--- src/rtl/addsub_seq.sv ---
// Multi-cycle WIDTH-bit adder/subtractor: CHUNK bits per clock behind valid/ready
// handshakes, producing z plus carry, signed-overflow and zero flags.
module addsub_seq #(
  parameter int WIDTH = 8,
  parameter int CHUNK = 2
) (
  input  logic             clk,
  input  logic             rst_n,
  input  logic             in_valid,
  output logic             in_ready,
  input  logic [WIDTH-1:0] a,
  input  logic [WIDTH-1:0] b,
  input  logic             sub,
  output logic             out_valid,
  input  logic             out_ready,
  output logic [WIDTH-1:0] z,
  output logic             Cout,
  output logic             ovf,
  output logic             zero
);

  localparam int NCYC = WIDTH / CHUNK;
  localparam int CW   = (NCYC > 1) ? $clog2(NCYC) : 1;

  typedef enum logic [1:0] {
    IDLE,
    BUSY,
    DONE
  } state_t;

  state_t           state, state_nxt;
  logic [WIDTH-1:0] opa, opb;
  logic             carry;
  logic [CW-1:0]    count;

  logic             last;
  int               bit_idx;
  logic [CHUNK-1:0] sum_chunk;
  logic             carry_nxt;
  logic             cin_msb;
  logic [WIDTH-1:0] z_nxt;

  assign last = (count == CW'(NCYC - 1));

  // One CHUNK-wide slice of the ripple chain, selected by count.
  // NOTE: every signal gets a default before any branch so no latch is inferred.
  always_comb begin
    bit_idx                 = int'(count) * CHUNK;
    {carry_nxt, sum_chunk}  = {1'b0, opa[bit_idx +: CHUNK]}
                            + {1'b0, opb[bit_idx +: CHUNK]}
                            + {{CHUNK{1'b0}}, carry};
    z_nxt                   = z;
    z_nxt[bit_idx +: CHUNK] = sum_chunk;
    // Only meaningful on the top chunk: recovers the carry into the MSB.
    cin_msb                 = sum_chunk[CHUNK-1] ^ opa[WIDTH-1] ^ opb[WIDTH-1];
  end

  // NOTE: sequential state uses non-blocking assignments so all registers
  // update together on the edge, independent of statement order.
  always_ff @(posedge clk or negedge rst_n) begin
    if (!rst_n) state <= IDLE;
    else        state <= state_nxt;
  end

  always_comb begin
    state_nxt = state;
    in_ready  = 1'b0;
    out_valid = 1'b0;
    unique case (state)
      IDLE: begin
        in_ready = 1'b1;
        if (in_valid) state_nxt = BUSY;
      end
      BUSY: begin
        if (last) state_nxt = DONE;
      end
      DONE: begin
        out_valid = 1'b1;
        if (out_ready) state_nxt = IDLE;
      end
      default: state_nxt = IDLE;
    endcase
  end

  // NOTE: datapath registers are reset too, because z and the flags have
  // defined values out of reset rather than being don't-care.
  always_ff @(posedge clk or negedge rst_n) begin
    if (!rst_n) begin
      opa   <= '0;
      opb   <= '0;
      carry <= 1'b0;
      count <= '0;
      z     <= '0;
      Cout  <= 1'b0;
      ovf   <= 1'b0;
      zero  <= 1'b0;
    end else begin
      case (state)
        IDLE: begin
          if (in_valid) begin
            opa   <= a;
            opb   <= sub ? ~b : b;
            carry <= sub;
            count <= '0;
            z     <= '0;
          end
        end
        BUSY: begin
          z     <= z_nxt;
          carry <= carry_nxt;
          count <= count + CW'(1);
          if (last) begin
            Cout <= carry_nxt;
            ovf  <= cin_msb ^ carry_nxt;
            zero <= (z_nxt == '0);
          end
        end
        default: ;
      endcase
    end
  end

endmodule

--- config.mk ---
export PLATFORM = sky130hd
export DESIGN_NAME = addsub_seq
export DESIGN_NICKNAME = d
export VERILOG_FILES = /design/src/rtl/addsub_seq.sv
export SDC_FILE = /design/constraint.sdc
export NUM_CORES = 1
export LEC_CHECK = 0
export ABC_CLOCK_PERIOD_IN_PS = 3500
export BUFFER_PORTS_ARGS = -buffer_cell sky130_fd_sc_hd__buf_2
export CORE_MARGIN = 2
export CORE_UTILIZATION = 45
export DETAILED_ROUTE_END_ITERATION = 10
export PLACE_DENSITY_LB_ADDON = 0.3
export SLEW_MARGIN = 20
export SYNTH_ARGS = -nofsm -noshare
export SYNTH_HDL_FRONTEND = slang
export SYNTH_SLANG_ARGS = --single-unit
--- constraint.sdc ---
create_clock -name clk -period 3.5 [get_ports clk]
set_input_delay 0.7 -clock clk [delete_from_list [all_inputs] [get_ports clk]]
set_output_delay 0.7 -clock clk [all_outputs]
set_load 0.05 [all_outputs]
## Word-level counts from Yosys, hierarchy flattened

Cells that the tools add are included.

- Bits in registers: 32
- Input port bits: 21
- Output and inout port bits: 13
- Word-level logic and storage cells: 48

- Add/subtract/negate cells: 4
- Eq/ne operators: 6
- Shift-type cells: 4
- Multiplexer cells: 14
- Bitwise gates (word level): 4
- Reductions and logical operators: 7

Operators by type and width:

| operator | count |
|---|---|
| negation 3 -> 33 bit | 1 |
| variable shift 2 x 33 -> 8 bit, first input constant | 1 |
| variable part select 2 x 33 -> 8 bit | 1 |
| two-way mux 8 bit | 2 |
| case mux 8 bit (2 select lines) | 1 |
| variable part select 8 x 4 -> 2 bit | 2 |
| bitwise mux 8 bit | 1 |
| zero test 8 bit | 1 |
| two-way mux 2 bit | 4 |
| NOT 8 bit | 1 |
| inequality test 2 bit, second input constant | 3 |
| case mux 2 bit (3 select lines) | 1 |
| AND reduction 2 bit | 3 |
| == test 2 bit, second input constant | 2 |
| case mux 2 bit (2 select lines) | 1 |
| adder 2 x 2 -> 3 bit | 1 |
| adder 3 x 1 -> 3 bit | 1 |
| two-way mux 1 bit | 3 |
| AND reduction 3 bit | 1 |
| XOR 1 bit | 3 |
| adder 2 x 1 -> 2 bit, second input constant | 1 |
| == test 2 x 1 -> 1 bit, second input constant | 1 |
| zero test 2 bit | 1 |
| case mux 1 bit (2 select lines) | 1 |
| nonzero test 2 bit | 1 |

## Logic depth before layout (Yosys ltp)

Gate-level depths: netlist of run 1.

- Depth after elaboration: 6
- Gate-level depth with buffers: 8
- Mapped depth without buffers: 7

## Least setup slack after synthesis of run 1

OpenSTA, ideal clock, no wires.

- Path type: register to register
- Start: register count[0]
- End: register zero
- Setup time: 122 ps
- Data arrival time: 2,421 ps
- Required time: 3,378 ps
- Path slack: 957 ps
- Cell stages (with the launch flop): 9
- Path buffers: 1
- Clock period less this slack: 2,543 ps
- Path through: dfrtp_1 -> buf_6 -> mux4_1 -> fa_1 -> inv_1 -> fa_1 -> or2b_1 -> o41ai_2 -> a32o_1

- Word-level cells in the longest chain between the ends: 6
- Elaborated cells on any way between the ends: 11
- Those cells by class: 3 x add/sub; 1 x eq/ne; 4 x shift; 1 x mux; 2 x reduce/logical

RTL lines:

| item | line | source |
|---|---|---|
| from (decl) | 34 | `logic [CW-1:0] count;` |
| from (signal assigned) | 111 | `count <= count + CW'(1);` |
| variable part select 8 x 4 -> 2 bit (on tied branches) | 49, 50 |  |
| adder 2 x 2 -> 3 bit | 50 | `+ {1'b0, opb[bit_idx +: CHUNK]}` |
| adder 3 x 1 -> 3 bit | 51 | `+ {{CHUNK{1'b0}}, carry};` |
| variable part select 2 x 33 -> 8 bit | 53 | `z_nxt[bit_idx +: CHUNK] = sum_chunk;` |
| bitwise mux 8 bit | 53 |  |
| zero test 8 bit | 115 | `zero <= (z_nxt == '0);` |
| to (signal assigned) | 115 |  |
| to (decl) | 19 | `output logic zero` |

Several ways; a longest one is shown, not always the timed one.
A chain may end at the register's enable or synchronous reset.

## Worst setup path after layout of run 1

Same ends and word-level chain as after synthesis.

==> metrics.log, run 1 <==
INFO  metric synth_top_cell_area_share = between 40 and 50%
INFO  metric detail_route.wirelength.met1 = around 1.6 mm
INFO  metric worstMarginPinSlew = between 700 and 800 ps
INFO  metric critPathArrivalTime = between 2000 and 3000 ps
INFO  metric fp.dieArea = approximately 4300 sq um
INFO  metric critical-path-top-cell-by-count = fa_1
INFO  metric clockBufferDepth = 2
INFO  metric core_area = 3630 sq um
INFO  metric finalSetupViolCount = 0
INFO  metric post_synthesis_instance_area = about 1700 sq um
INFO  metric fin_cells = 221
INFO  metric fin_nets = around 200
INFO  metric timing.final.ws_setup = between 700 and 800 ps
INFO  metric maximum_level_of_the_cts_h_tree = 2
INFO  metric layout_min_cycle_time = between 2000 and 3000 ps
INFO  metric port-buffer-count = 33
INFO  metric critical-path-max-stage-delay = 640 ps
INFO  metric synth_seq_area_share = 47.4%
INFO  metric yosys_cell_types = 33
INFO  metric detailed_place_hpwl = 2.37 mm
INFO  metric fillCellCount = 334
INFO  metric global_route_wire_length_before_repair = around 5.6 mm
INFO  metric antenna_found_initial = 0
INFO  metric async_reset_ff_share = 100%
INFO  metric clock_tree_from_tritoncts = built
INFO  metric path_clk_slew = approximately 60 ps
INFO  metric max_cap_viol_count = 0
INFO  metric slew-limit-headroom = 52.2%
INFO  metric grt_pass1_vias = approximately 1200
INFO  metric cts.repair_timing.setup_buffer_count = 0
INFO  metric path_cells = mux4_1, fa_1, inv_1, fa_1, or2b_1, o41ai_2, a32o_1
INFO  metric ys_seq_elements = 32
INFO  metric critical_path.max_fanout = 12
INFO  metric synth_commonest_cells = dfrtp_1 (32), nor2_1 (13), xnor2_1 (11)
INFO  metric r2r_cells = 7
INFO  metric unrepaired_setup_endpoints_after_global_routing = no
INFO  metric regToRegSetupSlack = between 700 and 800 ps
INFO  metric worst_path_dominant_cell_family = adder cells
INFO  metric syn-instance-count = roughly 140
INFO  metric power_leakage = approximately 0.92 nW
INFO  metric grt_start_max_net_pins = 33
INFO  metric total_grt_overflow = 0
INFO  metric post-layout-total-power = 2.18 mW
INFO  metric hold_buffers = 0
INFO  metric drt_iter0_drc = 46
INFO  metric grt_use_total = 17.5%
INFO  metric crit-reg2reg-capture = zero$_DFFE_PN0P_
INFO  metric routabilityCongestion = 0.815
INFO  metric die_y = ~65 microns
INFO  metric highest_layer_used_for_signal_routing = met4
INFO  metric via_per_inst = about 5.3
INFO  metric dp.cells = around 210
INFO  metric mean_post_synth_cell_area = between 10 and 15 sq um
INFO  metric clock_sink_count = 32
INFO  metric yosysMostFrequentCell = dfrtp_1
INFO  metric outcome = complete, no violations
INFO  metric clk_root_buffer_cell = clkbuf_8
INFO  metric die_width = roughly 65 microns
INFO  metric power.density = around 1100 nW/um^2
INFO  metric final_layout_size_suffix_gt1_share = about a third
INFO  metric starting_utilization_of_the_core_area = between 40% and 50%
INFO  metric finish.utilization = 54.3%
INFO  metric start_kind = flip-flop
INFO  metric worst_clock_skew = roughly 4 ps
INFO  metric finalHoldViolations = 0
INFO  metric dr_wl_met2 = about 1.4 mm
INFO  metric postRouteAntennaNets = 0
INFO  metric worst_skew_pair.late_latency = 280 ps
INFO  metric wl_per_instance = between 10 and 15 microns
INFO  metric area.growth.synth_to_final = 16.8%
INFO  metric firstDrtPassIters = 5
INFO  metric routed_wirelength = 3.21 mm
INFO  metric placement_rows = 22
INFO  metric critical_path.endpoint_type = flip-flop
INFO  metric ys_top_cells_by_area = dfrtp_1 (47%), mux4_1 (6.2%), xnor2_1 (5.7%)
INFO  metric cp_slowest_cell = mux4_1
INFO  metric fin_tns_setup = 0 ps
INFO  metric place_ws = 750 ps
INFO  metric timing.final.max_slew_violations = 0
INFO  metric ir_drop = between 0.0003 and 0.0004 V
INFO  metric ctsResizeCount = 0
INFO  metric vias = approximately 1200
INFO  metric ys_dominant_reg_cell = dfrtp_1
INFO  metric crit_buf_inv = 1
INFO  metric drcViolationCount = 0
INFO  metric worst-endpoint-required = around 3700 ps
INFO  metric finalCritPeriodShare = 78.1%
INFO  metric maxClockFrequency = between 300 and 400 MHz
INFO  metric antenna-diode-count = 0
INFO  metric synth.yosys.warnings = 0
INFO  metric synth_largest_area_cell = dfrtp_1
INFO  metric mappedNetlistNets = 166
INFO  metric reg2reg_from = count[0]$_DFFE_PN0P_
INFO  metric number_of_enable_flip_flop_cells_after_synthesis = 0
INFO  metric met3_wirelength = between 150 and 200 microns
INFO  metric hold_class = primary input to asynchronous set/reset pin
INFO  metric criticalPathCategory = flip-flop to flip-flop
INFO  metric design.portCount = 34
INFO  metric numCtsBuffers = 5
layout by cell type, fill, tap and decap left out, types with 6 or more instances in the layout:
| cell type | n |
|---|---|
| dfrtp_1 | 32 |
| nor2_1 | 13 |
| inv_1 | 7 |
| mux2_2 | 7 |
| a21oi_1 | 8 |
| xnor2_1 | 11 |
| o21ai_0 | 8 |
| ha_1 | 6 |
| buf_2 | 33 |
| clkbuf_8 | 6 |
final cells by class:
class                      instances  area, sq um  share of cell area (%)
clock buffer                       8         90.1                    4.57
sequential                        32          801                    40.6
multi-input combinational         92          822                    41.7
timing repair buffer              34          173                    8.76
inverter                           7         26.3                    1.33
tap                               48         60.1                    3.05
metal layers:
metal / global-route usage [%] / vias up
met2: 25.3 / 39
met1: 23.9 / 567
met4: 7.29 / 0
met3: 6.16 / 7
li1: - / 562
met5: 0 / -
power breakdown:
part           switching [mW]  total, mW  leakage [nW]  internal, mW
Sequential              0.138      0.672         0.391         0.534
Combinational           0.679       1.21         0.483         0.536
Clock                   0.129      0.289        0.0455         0.160
worst max path at each step:
stage,startpoint,end,slack (ps),cells after the start
2_1_floorplan,count[0]$_DFFE_PN0P_,zero$_DFFE_PN0P_,960,8
3_3_place_gp,count[0]$_DFFE_PN0P_,zero$_DFFE_PN0P_,840,7
3_5_place_dp,count[0]$_DFFE_PN0P_,zero$_DFFE_PN0P_,750,7
4_1_cts,count[0]$_DFFE_PN0P_,zero$_DFFE_PN0P_,750,7
5_1_grt,count[0]$_DFFE_PN0P_,zero$_DFFE_PN0P_,640,7
6_report,count[0]$_DFFE_PN0P_,zero$_DFFE_PN0P_,770,7
sequential cells by signal, indices dropped and copies added, names as in the netlist:
| register | cells |
|---|---|
| Cout | 1 |
| count | 2 |
| zero | 1 |
| opa | 8 |
| opb | 8 |
| z | 8 |
| state | 2 |
| ovf | 1 |
| carry | 1 |
cells by family after synthesis:
| logic type | count (synthesis) | share of synthesized area [%] |
|---|---|---|
| compound gates | 33 | 14.5 |
| flops | 32 | 47.4 |
| buf+inv | 13 | 4.15 |
| simple gates | 28 | 9.79 |
| mux | 12 | 11.6 |
| xor+xnor | 11 | 5.71 |
| fa+ha+maj | 8 | 6.82 |
through the flow:
step	instance area, sq um	hold WS, ps
floorplan	1690	404
detailed placement	1880	482
global placement	1880	465
finish	1970	459
CTS	1970	481
global route	1970	510
Power figures use the tool's default switching activity.
==> run 2, diff against run 1 <==
Settings changed: ABC_CLOCK_PERIOD_IN_PS 3500 to 2200.
Clock period 3.5 ns to 2.2 ns, I/O delays scaled along.
==> run 2 against run 1 <==
Against the previous run: critical path type unchanged; die area is the same; highest routed layer unchanged; critical endpoint unchanged; core utilization is 2.2 points higher; critical path depth stayed put; via count is 3.7% higher; fmax grew 15%; the run now ends with negative setup slack left; register-to-register slack lost 950 ps.
==> metrics.log, run 2 (same netlist as run 1, synthesis figures left out) <==
INFO  metric die_width = between 60 and 70 microns
INFO  metric clock_tree_from_tritoncts = built
INFO  metric numCtsBuffers = 5
INFO  metric antenna-diode-count = 0
INFO  metric global_route_wire_length_before_repair = a little over 6 mm
INFO  metric timing.final.ws_setup = -184 ps
INFO  metric detail_route.wirelength.met1 = about 1.5 mm
INFO  metric violations = negative setup slack
INFO  metric die_y = around 65 microns
INFO  metric critPathArrivalTime = approximately 2600 ps
INFO  metric fp.dieArea = 4260 sq um
INFO  metric routed_wirelength = 3.43 mm
INFO  metric fin_nets = 210
INFO  metric maxClockFrequency = between 400 and 500 MHz
INFO  metric dr_wl_met2 = 1.67 mm
INFO  metric layout_min_cycle_time = ~2400 ps
INFO  metric design.portCount = 34
INFO  metric unrepaired_setup_endpoints_after_global_routing = yes
INFO  metric maximum_level_of_the_cts_h_tree = 2
INFO  metric finalSetupViolCount = 6
INFO  metric layout.cells.most_common_list = buf_2 (33), dfrtp_1 (31), nor2_1 (12)
INFO  metric final_layout_size_suffix_gt1_share = 40.1%
INFO  metric finalHoldViolations = 0
INFO  metric postRouteAntennaNets = 0
INFO  metric biggestRegsByFlops = opa x8, opb x8, z x8
INFO  metric clockBufferDepth = 2
INFO  metric highest_layer_used_for_signal_routing = met4
INFO  metric port-buffer-count = 33
INFO  metric timing.final.max_slew_violations = 0
INFO  metric start_kind = flip-flop
INFO  metric place_ws = -247 ps
INFO  metric worst_skew_pair.late_latency = 280 ps
INFO  metric placed_cell_area = roughly 1900 sq um
INFO  metric criticalPathCategory = flip-flop to flip-flop
INFO  metric outcome = finished with violations
INFO  metric vias = 1218
INFO  metric wl_per_instance = 14.9 microns
INFO  metric antenna_found_initial = 0
INFO  metric clock_sink_count = 32
INFO  metric hold_class = primary input to asynchronous set/reset pin
INFO  metric slew-limit-headroom = between 50 and 60%
INFO  metric worst-endpoint-required = 2370 ps
INFO  metric grt_start_max_net_pins = 33
INFO  metric area.growth.synth_to_final = 21.6%
INFO  metric max_cap_viol_count = 0
INFO  metric drcViolationCount = 0
INFO  metric grt_pass1_vias = between 1000 and 1500
INFO  metric finish.utilization = a little under three fifths
INFO  metric design_area = slightly above 2000 sq um
INFO  metric clk_root_buffer_cell = clkbuf_8
INFO  metric routabilityCongestion = between 0.7 and 0.8
INFO  metric total_grt_overflow = 0
INFO  metric hold_buffers = 0
INFO  metric fillCellCount = around 310
INFO  metric regToRegSetupSlack = -180 ps
INFO  metric critical_path.endpoint_type = flip-flop
INFO  metric mostFrequentLayoutCell = buf_2
INFO  metric starting_utilization_of_the_core_area = 46.5%
INFO  metric drt_iter0_drc = 47
INFO  metric placement_rows = 22
INFO  metric core_area = around 3600 sq um
INFO  metric firstDrtPassIters = 4
INFO  metric path_clk_slew = 70 ps
INFO  metric via_per_inst = 5.30
INFO  metric worstMarginPinSlew = roughly 720 ps
INFO  metric detailed_place_hpwl = about 2.5 mm
INFO  metric grt_use_total = between 10% and 20%
INFO  metric worst_clock_skew = 6.47 ps
INFO  metric finalCritPeriodShare = 108%
INFO  metric met3_wirelength = 174 microns
INFO  metric critical_path.max_fanout = 3
run 2: changes by cell type in the layout (fill, tap and decap cells not counted), moves of 2 or more:
cell	before	now
mux4_1	4	2
buf_4	1	10
fa_1	2	0
fa_2	0	2
mux4_2	0	2
run 2: metal layers:
metal	vias up	global-route usage [%]
met5	-	0
met4	0	9.38
met3	4	5.14
met2	35	31.5
met1	600	23.9
li1	579	-
run 2: metrics by stage:
stage	hold WS [ps]	setup TNS, ps	cells
2_1_floorplan	144	-1010	137
3_5_place_dp	475	-1080	221
5_1_grt	258	-1210	230
6_report	211	-823	230
4_1_cts	229	-905	230
3_3_place_gp	462	-760	221
run 2: final cells by class:
class,instances,area [sq um],area share [%]
multi-input combinational,92,835,40.6
sequential,32,802,39.1
timing repair buffer,43,240,11.7
clock buffer,8,90.1,4.39
tap,48,60.1,2.93
inverter,7,26.3,1.28
run 2: critical path: stages, from the launching register on:
cell     delay (ps)
dfrtp_2         400
mux4_2          520
fa_2            370
inv_2            60
fa_2            460
or2b_1          180
o41ai_2          60
a32o_1          220
run 2: repair_timing:
action | in CTS | in global routing
pin swaps | 2 | 6
gates resized for setup | 4 | 2
endpoints found under the setup margin | 6 | 6
buffers inserted | 2 | 0
run 2: worst paths after layout:
kind                                 startpoint                   end  cells past startpoint
setup / recovery           count[0]$_DFFE_PN0P_      zero$_DFFE_PN0P_                      7
hold / removal                            rst_n      Cout$_DFFE_PN0P_                      1
min in group clk                      out_ready  state[1]$_DFFE_PN0P_                      2
max in group asynchronous                 rst_n  count[0]$_DFFE_PN0P_                      1
hold reg to reg                Cout$_DFFE_PN0P_      Cout$_DFFE_PN0P_                      2
setup reg to reg           count[0]$_DFFE_PN0P_      zero$_DFFE_PN0P_                      7
Power of run 2 is left out: the tool's default activity adds up to more than one toggle a clock period on the data nets, which glitch-free logic cannot reach.
==> run 3, diff against run 2 <==
Settings changed: PLACE_DENSITY_LB_ADDON 0.3 to 0.25.
==> run 3 against run 2 <==
Against the previous run: highest routed layer unchanged; routed wire length down 1.7%; final cell count down 0.87%; non-clock buffer count down 1; critical endpoint unchanged; design area down 0.79%; clock skew down 2.4 ps; critical path depth unchanged; global-route usage down 1.2 points; core utilization down 0.45 points; sequential share of layout area up 0.31 points; via count down 1.6%; worst hold slack worse by 7.3 ps; the flow still finishes with violations (negative setup slack); count of clock-buffer cells in the layout down 1.
==> metrics.log, run 3 (same netlist as run 1, synthesis figures left out) <==
INFO  metric outcome = finished with violations
INFO  metric violations = negative setup slack
INFO  metric unrepaired_setup_endpoints_after_global_routing = yes
INFO  metric worstMarginPinSlew = 720 ps
INFO  metric placed_cell_area = approximately 1900 sq um
INFO  metric maximum_level_of_the_cts_h_tree = 2
INFO  metric maxClockFrequency = approximately 420 MHz
INFO  metric die_y = between 60 and 70 microns
INFO  metric timing.final.ws_setup = -156 ps
INFO  metric hold_class = primary input to asynchronous set/reset pin
INFO  metric finalHoldViolations = 0
INFO  metric crit_path_start = count[0]$_DFFE_PN0P_
INFO  metric mostFrequentLayoutCell = buf_2
INFO  metric pwr-share-seq = between 20 and 30%
INFO  metric design_area = 2040 sq um
INFO  metric worst_skew_pair.late_latency = 290 ps
INFO  metric grt_use_total = between 10% and 20%
INFO  metric fraction_of_power_consumed_by_the_clock_network = 12.9%
INFO  metric clock_tree_from_tritoncts = built
INFO  metric regToRegSetupSlack = -160 ps
INFO  metric switching_power = between 1.5 and 2 mW
INFO  metric worst_clock_skew = 4.03 ps
INFO  metric start_kind = flip-flop
INFO  metric antenna_found_initial = 0
INFO  metric clockBufferDepth = 2
INFO  metric power.density = ~1800 nW/um^2
INFO  metric die_width = roughly 65 microns
INFO  metric worst-endpoint-required = ~2400 ps
INFO  metric fp.dieArea = 4260 sq um
INFO  metric drt_iter0_drc = 37
INFO  metric finalSetupViolCount = 6
INFO  metric routabilityCongestion = slightly below 0.8
INFO  metric power.combinational.fraction = 59.4%
INFO  metric critical_path.endpoint_type = flip-flop
INFO  metric grt_start_max_net_pins = 33
INFO  metric path_cells = mux4_2, fa_2, inv_2, fa_2, or2b_1, o41ai_2, a32o_1
INFO  metric critical-path-max-stage-delay = about 520 ps
INFO  metric path_clk_slew = about 60 ps
INFO  metric criticalPathCategory = flip-flop to flip-flop
INFO  metric critPathArrivalTime = approximately 2500 ps
INFO  metric fin_nets = roughly 210
INFO  metric max_cap_viol_count = 0
INFO  metric reg2reg_from = count[0]$_DFFE_PN0P_
INFO  metric finalCritPeriodShare = 107%
INFO  metric grt_pass1_vias = 1206
INFO  metric drcViolationCount = 0
INFO  metric firstDrtPassIters = 4
INFO  metric power_leakage = ~0.95 nW
INFO  metric critical_path.max_fanout = 3
INFO  metric total_grt_overflow = 0
INFO  metric fin_tns_setup = -560 ps
INFO  metric global_route_wire_length_before_repair = 5.61 mm
INFO  metric core_area = ~3600 sq um
INFO  metric area.growth.synth_to_final = 20.7%
INFO  metric fin_cells = between 200 and 250
INFO  metric routed_wirelength = ~3.4 mm
INFO  metric p_int = 2.17 mW
INFO  metric design.portCount = 34
INFO  metric clk_root_buffer_cell = clkbuf_8
INFO  metric switching_share = between 40% and 50%
INFO  metric critical-path-top-cell-by-count = fa_2
INFO  metric antenna-diode-count = 0
INFO  metric postRouteAntennaNets = 0
INFO  metric biggestRegsByFlops = opa x8, opb x8, z x8
INFO  metric slew-limit-headroom = between 50% and 60%
INFO  metric layout.cells.most_common_list = buf_2 (33), dfrtp_1 (31), nor2_1 (13)
INFO  metric clock_sink_count = 32
INFO  metric dp.cells = 220
INFO  metric starting_utilization_of_the_core_area = a little under half
INFO  metric ir_drop = 0.000586 V
INFO  metric hold_buffers = 0
INFO  metric timing.final.max_slew_violations = 0
INFO  metric post-layout-total-power = approximately 3.8 mW
INFO  metric layout_min_cycle_time = between 2000 and 2500 ps
INFO  metric vias = about 1200
INFO  metric final_layout_size_suffix_gt1_share = 39.4%
INFO  metric detailed_place_hpwl = around 2.5 mm
INFO  metric placement_rows = 22
INFO  metric numCtsBuffers = 5
INFO  metric port-buffer-count = 33
INFO  metric cp_slowest_cell = mux4_2
INFO  metric wl_per_instance = about 15 microns
INFO  metric via_per_inst = roughly 5.3
-- run 3: changes by cell type in the layout (fill, tap and decap cells not counted), sizes merged --
cell,previous run,this run
clkbuf,8,7
buf,43,42
-- run 3: cell type report --
type / count / area (sq um)
Sequential cell: 32 / 802
Timing Repair Buffer: 42 / 233
Multi-Input combinational cell: 92 / 820
Fill cell: 329 / 1600
Inverter: 7 / 26.3
Tap cell: 48 / 60.1
Clock buffer: 7 / 96.3
-- run 3: critical path, delay by kind of cell (launching register included) --
kind / cells / cell delay [ps]
adder cells (fa/ha/maj): 2 / 820
buffers and inverters: 1 / 60
AND/OR/NAND/NOR: 1 / 180
AO/OA/AOI/OAI: 2 / 270
multiplexers: 1 / 520
flip-flops: 1 / 400
-- run 3: power groups by stage --
stage,registers [mW],clock network [mW],logic (mW)
after detailed placement,1.05,0,2.20
after floorplan,1.23,0,1.41
after global placement,1.03,0,2.14
after global routing,1.07,0.522,2.44
after CTS,1.04,0.500,2.23
final,1.04,0.486,2.23
-- run 3: path summary, 6_finish.rpt --
path                                         to  depth (start not counted)
min                        state[0]$_DFFE_PN0P_                          1
min in group clk           state[1]$_DFFE_PN0P_                          2
max in group asynchronous  count[0]$_DFFE_PN0P_                          1
max reg2reg                    zero$_DFFE_PN0P_                          7
max                            zero$_DFFE_PN0P_                          7
min reg2reg                    Cout$_DFFE_PN0P_                          2
-- run 3: metrics by stage --
stage                     utilization, %  setup slack (ps)  hold WS [ps]
final                               56.1              -156           203
after global routing                56.1              -262           257
after CTS                           56.0              -194           224
after detailed placement            53.1              -222           468
after global placement              53.1              -194           464
after floorplan                        -              -260           144
-- run 3: what timing repair did --
action,in CTS,in global routing
pin swaps,1,0
endpoints found under the setup margin,6,6
cloned,0,0
resized for setup,1,2
setup buffers,1,0
-- run 3: routing by layer --
metal  global-route usage, %  share of wire (%)
met2                    29.6                 49
met1                    21.3                 42
met4                    9.38                2.5
met3                    6.16                5.9
met5                       0                  0
